**src/rtl/lcd_cmd_host.sv**
```systemverilog
// lcd_cmd_host: buffers upstream image commands in a FIFO, issues them one at a
// time on the controller's cmd/cmd_valid/busy handshake, and after the final
// write-back command (code 0) collects the IRAM write-back stream.
//
// Ports:
//   clk, reset         - rising-edge clock, asynchronous active-high reset
//   up_cmd/up_valid    - upstream command offer
//   up_ready           - block accepts up_cmd this cycle
//   cmd/cmd_valid      - command to the controller, single-cycle strobe
//   busy               - controller busy; low means it can take a command
//   IRAM_valid/D/A     - write-back byte strobe, data, address
//   done               - controller finished the write-back
//   sum/wr_cnt         - byte checksum and strobe count of the write-back
//   addr_err           - sticky address-sequence error
//   fin                - sticky session-complete flag
module lcd_cmd_host #(
    parameter int unsigned FIFO_DEPTH = 8
) (
    input  logic        clk,
    input  logic        reset,
    input  logic [3:0]  up_cmd,
    input  logic        up_valid,
    output logic        up_ready,
    output logic [3:0]  cmd,
    output logic        cmd_valid,
    input  logic        busy,
    input  logic        IRAM_valid,
    input  logic [7:0]  IRAM_D,
    input  logic [5:0]  IRAM_A,
    input  logic        done,
    output logic [13:0] sum,
    output logic [6:0]  wr_cnt,
    output logic        addr_err,
    output logic        fin
);

    localparam int unsigned PTR_W   = (FIFO_DEPTH > 1) ? $clog2(FIFO_DEPTH) : 1;
    localparam int unsigned CNT_W   = PTR_W + 1;
    localparam int unsigned CMD_W   = 4;
    localparam int unsigned SUM_W   = 14;
    localparam int unsigned WCNT_W  = 7;

    typedef enum logic [2:0] {
        ST_WAIT_READY,
        ST_ISSUE,
        ST_WAIT_ACK,
        ST_DRAIN,
        ST_FIN
    } state_t;

    logic [CMD_W-1:0]  mem_q [FIFO_DEPTH];
    logic [PTR_W-1:0]  wr_ptr_q, rd_ptr_q;
    logic [CNT_W-1:0]  count_q, count_d;
    logic              closed_q;
    state_t            state_q;
    logic [CMD_W-1:0]  cmd_q;
    logic              cmd_valid_q;
    logic [SUM_W-1:0]  sum_q;
    logic [WCNT_W-1:0] wr_cnt_q, wr_cnt_d;
    logic              addr_err_q;
    logic              fin_q;

    logic fifo_full, fifo_empty, accept, push, pop;
    logic collect, addr_bad;

    // FIFO status and handshake
    assign fifo_full  = (count_q == CNT_W'(FIFO_DEPTH));
    assign fifo_empty = (count_q == '0);
    assign up_ready   = !fifo_full && !closed_q;
    assign accept     = up_valid && up_ready;
    // Codes 12..15 complete the handshake but are dropped
    assign push       = accept && (up_cmd[3:2] != 2'b11);
    // Head leaves the FIFO on the edge that enters ISSUE
    assign pop        = (state_q == ST_WAIT_READY) && !busy && !fifo_empty;

    always_comb begin
        count_d = count_q;
        case ({push, pop})
            2'b10:   count_d = count_q + CNT_W'(1);
            2'b01:   count_d = count_q - CNT_W'(1);
            default: count_d = count_q;
        endcase
    end

    // Write-back collection terms
    assign collect  = IRAM_valid && (state_q != ST_FIN);
    assign addr_bad = (IRAM_A != wr_cnt_q[5:0]) || (wr_cnt_q >= WCNT_W'(64))
                      || (state_q != ST_DRAIN);
    assign wr_cnt_d = (wr_cnt_q == WCNT_W'(127)) ? wr_cnt_q : wr_cnt_q + WCNT_W'(1);

    // FIFO storage, no reset needed on the data array
    always_ff @(posedge clk) begin
        if (push) begin
            mem_q[wr_ptr_q] <= up_cmd;
        end
    end

    // FIFO pointers, occupancy and close flag
    always_ff @(posedge clk or posedge reset) begin
        if (reset) begin
            wr_ptr_q <= '0;
            rd_ptr_q <= '0;
            count_q  <= '0;
            closed_q <= 1'b0;
        end else begin
            count_q <= count_d;
            if (push) begin
                wr_ptr_q <= wr_ptr_q + PTR_W'(1);
                if (up_cmd == '0) begin
                    closed_q <= 1'b1;
                end
            end
            if (pop) begin
                rd_ptr_q <= rd_ptr_q + PTR_W'(1);
            end
        end
    end

    // Command-issue state machine with registered cmd/cmd_valid/fin
    always_ff @(posedge clk or posedge reset) begin
        if (reset) begin
            state_q     <= ST_WAIT_READY;
            cmd_q       <= '0;
            cmd_valid_q <= 1'b0;
            fin_q       <= 1'b0;
        end else begin
            cmd_valid_q <= 1'b0;
            case (state_q)
                ST_WAIT_READY: begin
                    if (pop) begin
                        cmd_q       <= mem_q[rd_ptr_q];
                        cmd_valid_q <= 1'b1;
                        state_q     <= ST_ISSUE;
                    end
                end
                ST_ISSUE: begin
                    state_q <= ST_WAIT_ACK;
                end
                ST_WAIT_ACK: begin
                    // cmd_q still holds the issued code
                    if (busy) begin
                        state_q <= (cmd_q == '0) ? ST_DRAIN : ST_WAIT_READY;
                    end
                end
                ST_DRAIN: begin
                    if (done) begin
                        state_q <= ST_FIN;
                        fin_q   <= 1'b1;
                    end
                end
                ST_FIN: begin
                    state_q <= ST_FIN;
                end
                default: begin
                    state_q <= ST_WAIT_READY;
                end
            endcase
        end
    end

    // Write-back checksum, count and address-sequence check
    always_ff @(posedge clk or posedge reset) begin
        if (reset) begin
            sum_q      <= '0;
            wr_cnt_q   <= '0;
            addr_err_q <= 1'b0;
        end else if (collect) begin
            sum_q    <= sum_q + SUM_W'(IRAM_D);
            wr_cnt_q <= wr_cnt_d;
            if (addr_bad) begin
                addr_err_q <= 1'b1;
            end
        end
    end

    assign cmd       = cmd_q;
    assign cmd_valid = cmd_valid_q;
    assign sum       = sum_q;
    assign wr_cnt    = wr_cnt_q;
    assign addr_err  = addr_err_q;
    assign fin       = fin_q;

endmodule

```
**config.mk**
```make
export PLATFORM = sky130hd
export DESIGN_NAME = lcd_cmd_host
export DESIGN_NICKNAME = d
export VERILOG_FILES = /design/src/rtl/lcd_cmd_host.sv
export SDC_FILE = /design/constraint.sdc
export NUM_CORES = 1
export LEC_CHECK = 0
export ABC_AREA = 1
export CORE_MARGIN = 1.5
export CORE_UTILIZATION = 45
export DETAILED_ROUTE_END_ITERATION = 10
export PLACE_DENSITY = 0.68
export SYNTH_ARGS = -nofsm -noshare
export SYNTH_HDL_FRONTEND = slang
export SYNTH_SLANG_ARGS = --single-unit
```
**constraint.sdc**
```tcl
create_clock -name clk -period 6.7 [get_ports clk]
set_clock_uncertainty 0.15 [all_clocks]
set_input_delay 0.67 -clock clk [delete_from_list [all_inputs] [get_ports clk]]
set_output_delay 0.67 -clock clk [all_outputs]
set_load 0.1 [all_outputs]
```
# Yosys cells after proc, flatten, opt, wreduce, memory -nomap -nowiden
# Memory sizes are Yosys's and may differ from the RTL's. A register that Yosys moved wholly into a read port is not among the register bits.
# Cells that the tools add are included.
# word_totals
ff_bits,38
latchBits,0
ramBits,32
romBits,0
inputBits,24
output_inout_bits,29
wordCells,67
memories,1
# classes
n_addsub,6
mul,0
div,0
magnitude_cmp,1
n_eq_ne,15
n_shift,0
mux,10
n_bitwise,1
reduce_logical,23
# memory_table
memory,depth,word_bits,rd,rd_clocked_by_memory_dff,write_ports,line,text
mem_q,8,4,1,1,1,51,logic [CMD_W-1:0] mem_q [FIFO_DEPTH];
# ops
operator,count
$pmux 3 s5,1
$add 14x8->14,1
$logic_not 4->1,3
$reduce_and 2->1,5
$mux 3,3
$ne 2x2->1 const B,4
$pmux 4 s2,1
$add 7x1->7 const B,1
$eq 7x7->1 const B,1
$ge 7x7->1 const B,1
$add 3x1->3 const B,2
$eq 3x2->1 const B,2
$logic_and 1x1->1,6
$ne 6x6->1,1
$add 4x1->4 const B,1
$eq 4x4->1 const B,1
$logic_not 1->1,4
$mux 1,4
$sub 4x1->4 const B,1
$eq 3x1->1 const B,1
$eq 3x3->1 const B,1
$logic_not 3->1,1
$ne 3x2->1 const B,1
$ne 3x3->1 const B,1
7 further kinds,8

# Depth between registers and ports, before layout
# Gate-level depths: netlist of the first run.
# depth
word_depth,7
depth_mapped,14
ltp_nobuf,14

# Worst setup path after synthesis of the first run
# OpenSTA, ideal clock, no wires.
# synth_timing
path_type,reg-to-reg
startpoint,register sum_q[0] (netlist: sum[0])
endpoint,register sum_q[12] (netlist: sum[12])
setup_ps,114
arrival_ps,2029
required_time_ps,6436
setup_slack_ps,4407
path_stages_with_launch,11
path_buffers,0
synth_period_minus_slack_ps,2293
cell_sequence,dfrtp_1 ha_1 fa_1 nand2_1 nand3_1 nand3_1 nand2_1 nand2_1 nand2_1 nand2_1 inv_1
# synth_via
elab_chain_cells,1
# synth_rtl
item,line,text
start: declaration,58,logic [SUM_W-1:0] sum_q;
start signal: assignment,168,sum_q <= sum_q + SUM_W'(IRAM_D);
$add 14x8->14,168,
# Every way passes these cells.
# A chain may end at the register's enable or synchronous reset.

# Worst setup path after layout of the first run
# layout_timing
startpoint,register count_q[0]
endpoint,output up_ready
# layout_via
elab_chain_cells,3
# layout_rtl
item,line,text
start: declaration,53,"logic [CNT_W-1:0] count_q, count_d;"
start signal: assignment,106,count_q <= count_d;
$eq 4x4->1,67,assign fifo_full = (count_q == CNT_W'(FIFO_DEPTH));
$logic_not 1->1,69,assign up_ready = !fifo_full && !closed_q;
$logic_and 1x1->1,69,
end: declaration,23,"output logic up_ready,"
# Every way passes these cells.

==> results of run 1 <==
[through the flow]
stage	total power, mW	std cells
6_report	0.817	612
4_1_cts	0.824	612
3_3_place_gp	0.524	596
3_5_place_dp	0.524	596
2_1_floorplan	0.501	445
5_1_grt	0.846	612
[tightest hold or removal path, cell delays in order, from the launching register on]
cell	delay [ps]
dfrtp_1	350
inv_1	40
nand2_1	50
[sequential cells by signal, indices dropped and copies added (netlist names), 3 cells and up]
signal / flops
mem_q: 32
sum: 14
rd_ptr_q: 3
wr_ptr_q: 3
cmd: 4
wr_cnt: 7
count_q: 4
state_q: 3
[metal layers]
metal | wire [um] | GRT usage, %
met1 | 3840 | 27.4
met2 | 3480 | 27.7
met3 | 360 | 3.27
met4 | 121 | 7.46
met5 | 0 | 0
[power by group through the flow]
stage	clock, mW	combinational [mW]	sequential [mW]
after global placement	0	0.0385	0.485
after CTS	0.309	0.0393	0.476
after detailed placement	0	0.0392	0.485
final	0.303	0.0386	0.476
after global routing	0.327	0.0436	0.476
after floorplan	0	0.0162	0.485
[how the worst max path moves through the flow]
stage	startpoint	to	slack (ps)
after floorplan	sum[0]	sum[12]	4410
after global placement	up_cmd[3]	count_q[2]	3770
after detailed placement	up_cmd[3]	count_q[2]	3700
after CTS	count_q[0]	up_ready	3680
after global routing	count_q[0]	up_ready	3630
final	count_q[0]	up_ready	3700
[logic make-up after synthesis]
| group | Yosys count | synth area share (%) |
|---|---|---|
| simple gates | 237 | 26.5 |
| flops | 74 | 52.5 |
| buf+inv | 61 | 6.33 |
| compound gates | 44 | 6.40 |
| fa+ha+maj | 15 | 5.09 |
| xor+xnor | 14 | 3.20 |
[cells in the final DEF, fill, tap and decap left out, types with 2 or more instances in the layout]
cell type        synthesis  routed
clkdlybuf4s50_1          0      52
nand4_1                  6       6
inv_1                   51      50
o211ai_1                 9       9
edfxtp_1                32      32
dfrtp_1                 42      42
xnor2_1                  3       3
nand2_1                132     132
clkbuf_8                 0       9
a21oi_1                  5       5
clkinvlp_4               0       2
or2_2                    2       2
nor2_2                   2       2
nand3b_1                 7       7
ha_1                    14      14
nand3_1                 27      27
clkinv_2                 0       2
o21ai_0                 29      29
xor2_1                  11      11
inv_2                    3       3
nor3_1                   2       2
nand2_2                  2       2
nor2_1                  53      53
[cell type report]
type                    count  area, sq um
well taps                 105          131
fillers                   747         3590
multi-input cells         310         1580
repair buffers             53          528
inverters                  54          203
clock inverters             6         42.5
clock buffers              10          128
flip-flops and latches     74         2010
==> impl_metrics.yaml, run 1 <==
run_status:
  status: "finished, final reports clean"
sta:
  rsz0062_at_grt: "false"
  fmax_ghz: 0.333
  slew_headroom_pct: 32.7
  setup-tns-final_ps: 0
  slew_viol_final: 0
  fin_crit_ps: 3000
  hold_viol: 0
  fin_crit_sh_pct: 44.8
  setup_viol: 0
  setup_slack_ps: 3700
  tightest_slew_ps: 1010
  fin_hold_ws_ps: 317
clocking:
  path_clk_slew_ps: 80
  htreeDepth: 3
  cts_buffers: 9
  cts_tree: "done"
  hold_buffers: 0
  clock_latency_ps: 350
  ctsResizeCount: 0
  root_buffer: "clkbuf_8"
  clock-sinks: 74
  cts_setup_buffers: 0
  clock_path_buffers: 2
worst_setup_path:
  crit_cells: 5
  crit_slowest_cell: "clkdlybuf4s50_1"
  regToRegSetupSlack_ps: 4330
  crit_type: "flop to output port"
  required_ps: 5880
  cp-start-kind: "flop"
  r2r_end: "count_q[2]"
  crit_fanout: 5
  rr_worst_depth: 12
  slowest_delay_ps: 1120
  crit_buf_inv: 2
  arrival_ps: 2180
  regToRegStartpoint: "count_q[1]"
  crit_path_end_kind: "output port"
  crit_chain: "nor2_2 -> nand3_2 -> nand2_2 -> inv_1 -> clkdlybuf4s50_1"
  critical_path.top_delay_family: "buffers and inverters"
route:
  first_iter_violations: 213
  wl_per_cell_um: 12.7
  routed_wl_um: 7800
  ant_nets: 0
  dr.pass1.iters: 5
  viasPerCell: 4.95
  drc_errors: 0
  vias: 3031
global_routing:
  grt-ovfl-total: 0
  antenna_found_initial: 0
  grt_start_max_net_pins: 43
  grt_pass1_wl_um: 13000
  grt_pass1_vias: 2720
  grt_use_total_pct: 18.8
layout:
  nets: 541
  stdcell_area_sq_um: 4620
  final_util_pct: 56.3
  drive_gt1_share_pct: 5.72
  num_antenna_cells: 0
  area_delta_synth_final_pct: 20.6
placed_design:
  port_buffers: 52
  preCtsSetupSlack_ps: 3700
  place.gp.congestion: 0.828
  place_area_sq_um: 4450
  dp_hpwl_um: 5720
min_path:
  holdPathStages: 2
  min_to: "fin"
  hp-start: "fin"
  hold_class: "flop to flop"
floorplanning:
  io_pins: 53
  dieArea_sq_um: 9080
  coreArea_sq_um: 8220
  rows: 33
  die_h_um: 95.3
  initial_core_util_pct: 46.6
  fp.dieW_um: 95.3
logic_synthesis:
  async_flop_share_pct: 56.8
  synth_area_leaders: "dfrtp_1 (27%), edfxtp_1 (25%), nand2_1 (13%)"
  synth_seq_cells: 74
  synth-main-ff-cell: "dfrtp_1"
  synth_nets: 484
  synth_top_area_share_pct: 27.4
  ys_seq_area_share_pct: 52.5
  synth_edf_count: 32
  synth_common_cells: "nand2_1 (132), nor2_1 (53), inv_1 (51)"
  yosys.area.top_type: "dfrtp_1"
  synthCells: 445
  syn_area_per_cell_sq_um: 8.61
  ys_types: 27
  yosysWarnings: 0
  syn_area_sq_um: 3830
  yosys.cell_count.top_type: "nand2_1"
power:
  ir_worst_vdd_mv: 0.0917
  power_frac_clock_pct: 37.1
  pwr-share-comb_pct: 4.7
  p_seq_share_pct: 58.2
  internal_power_mw: 0.627
  power_density_nw_per_um2: 177
  p_switching_mw: 0.190
  p_leak_nw: 2.12
  sw_frac_of_total_pct: 23.2
job:
  max_cap_viol_count: 0
Note: power is estimated with default switching activity, not from simulation.
==> run 2, diff against run 1 <==
--- a/config.mk
+++ b/config.mk
@@ -9,7 +9,7 @@
 export CORE_MARGIN = 1.5
 export CORE_UTILIZATION = 45
 export DETAILED_ROUTE_END_ITERATION = 10
-export PLACE_DENSITY = 0.68
+export PLACE_DENSITY = 0.7
 export SYNTH_ARGS = -nofsm -noshare
 export SYNTH_HDL_FRONTEND = slang
 export SYNTH_SLANG_ARGS = --single-unit
==> constraint.sdc (replaced) <==
create_clock -name clk -period 2.75 [get_ports clk]
set_clock_uncertainty 0.15 [all_clocks]
set_input_delay 0.275 -clock clk [delete_from_list [all_inputs] [get_ports clk]]
set_output_delay 0.275 -clock clk [all_outputs]
set_load 0.1 [all_outputs]
==> run 2 against run 1 <==
Critical path depth is 6 higher. Die area stayed put. Sequential power is 140% higher. Global-route usage is 0.57 points lower. Total power grew to 2.7 times the previous value. Wire length is 1.0% higher. First-iteration DRC count is 17% higher. Critical endpoint is now count_q[2]. Largest cell class unchanged.
==> impl_metrics.yaml, run 2 (synthesized netlist as in run 1, its figures left out) <==
worst_setup_path:
  crit_fanout: 9
  cp-start-kind: "flop"
  critical_path.top_delay_family: "simple AND/OR/NAND/NOR gates"
  regToRegSetupSlack_ps: 340
  crit_type: "flop to flop"
  regToRegStartpoint: "count_q[1]"
  crit_path_end_kind: "flop"
  crit_buf_inv: 1
  required_ps: 2830
  r2r_end: "count_q[2]"
  crit_slowest_cell: "dfrtp_1"
  arrival_ps: 2490
  slowest_delay_ps: 450
  crit_chain: "nor2_2 -> nand3_1 -> nand3_4 -> inv_2 -> ha_1 -> nor2_1 -> nor2_1 -> ha_1 -> a21oi_1 -> xor2_1 -> o21ai_0"
  rr_worst_depth: 11
clocking:
  clock_path_buffers: 2
  htreeDepth: 3
  clock_latency_ps: 340
  cts_tree: "done"
  cts_setup_buffers: 0
  cts_buffers: 9
  hold_buffers: 0
  clock-sinks: 74
  path_clk_slew_ps: 80
  ctsResizeCount: 0
  root_buffer: "clkbuf_8"
sta:
  setup_viol: 0
  tightest_slew_ps: 554
  setup-tns-final_ps: 0
  hold_viol: 0
  fin_crit_ps: 2410
  rsz0062_at_grt: "false"
  slew_headroom_pct: 63.1
  setup_slack_ps: 339
  fin_crit_sh_pct: 87.7
  fmax_ghz: 0.415
  slew_viol_final: 0
  fin_hold_ws_ps: 207
layout:
  final_util_pct: 56.3
  final_common_cell: "nand2_1"
  final_cell_mix: "nand2_1 (132), nor2_1 (53), inv_1 (50)"
  drive_gt1_share_pct: 12.2
  largest-register: "mem_q"
  final_cells: 615
  nets: 544
  stdcell_area_sq_um: 4630
  largest_reg_flops: 32
  area_delta_synth_final_pct: 20.8
  num_antenna_cells: 0
route:
  ant_nets: 0
  vias: 3021
  first_iter_violations: 250
  viasPerCell: 4.91
  drc_errors: 0
  wl_per_cell_um: 12.8
  dr.pass1.iters: 4
  routed_wl_um: 7880
floorplanning:
  dieArea_sq_um: 9080
  fp.dieW_um: 95.3
  rows: 33
  initial_core_util_pct: 46.6
  coreArea_sq_um: 8220
  die_h_um: 95.3
  io_pins: 53
placed_design:
  preCtsSetupSlack_ps: 326
  place.gp.congestion: 0.846
  dp_hpwl_um: 5770
  port_buffers: 52
  dp_cells: 599
  place_area_sq_um: 4400
power:
  total_power_mw: 2.20
  power_density_nw_per_um2: 476
  p_leak_nw: 2.19
  ir_worst_vdd_mv: 0.247
min_path:
  hold_class: "primary input to asynchronous set/reset pin"
global_routing:
  grt_use_total_pct: 18.3
  antenna_found_initial: 0
  grt_start_max_net_pins: 43
  grt_pass1_vias: 2706
  grt_pass1_wl_um: 12500
  grt-ovfl-total: 0
run_status:
  status: "finished, final reports clean"
job:
  max_cap_viol_count: 0
-- run 2: worst max-delay path by stage --
stage	startpoint	to	slack, ps	depth (start not counted)
after floorplan	sum[0]	sum[12]	460	10
after global placement	up_cmd[3]	count_q[2]	380	13
after detailed placement	up_cmd[3]	count_q[2]	330	13
after CTS	count_q[1]	count_q[2]	350	12
after global routing	count_q[1]	count_q[2]	130	12
final	count_q[1]	count_q[2]	340	11
-- run 2: routing by layer --
metal | wire length [um] | global-route usage [%] | vias to the layer above
met5 | 0 | 0 | -
met4 | 113 | 7.46 | 0
met3 | 397 | 3.27 | 9
met2 | 3540 | 28.5 | 71
met1 | 3830 | 25.0 | 1381
li1 | - | - | 1560
-- run 2: report_power, final --
group          switching [mW]  internal [mW]  total (mW)
clock                   0.410          0.537       0.946
sequential            0.00390           1.16        1.16
combinational          0.0512         0.0458      0.0971
-- run 2: layout make-up --
class	count	area, sq um
multi-input cells	310	1580
flip-flops and latches	74	2010
fillers	724	3590
repair buffers	56	478
clock buffers	10	138
well taps	105	131
clock inverters	6	88.8
inverters	54	203
-- run 2: tightest hold or removal path: stages --
cell             delay [ps]
clkdlybuf4s50_1         400
clkinv_1                 40
buf_4                   450
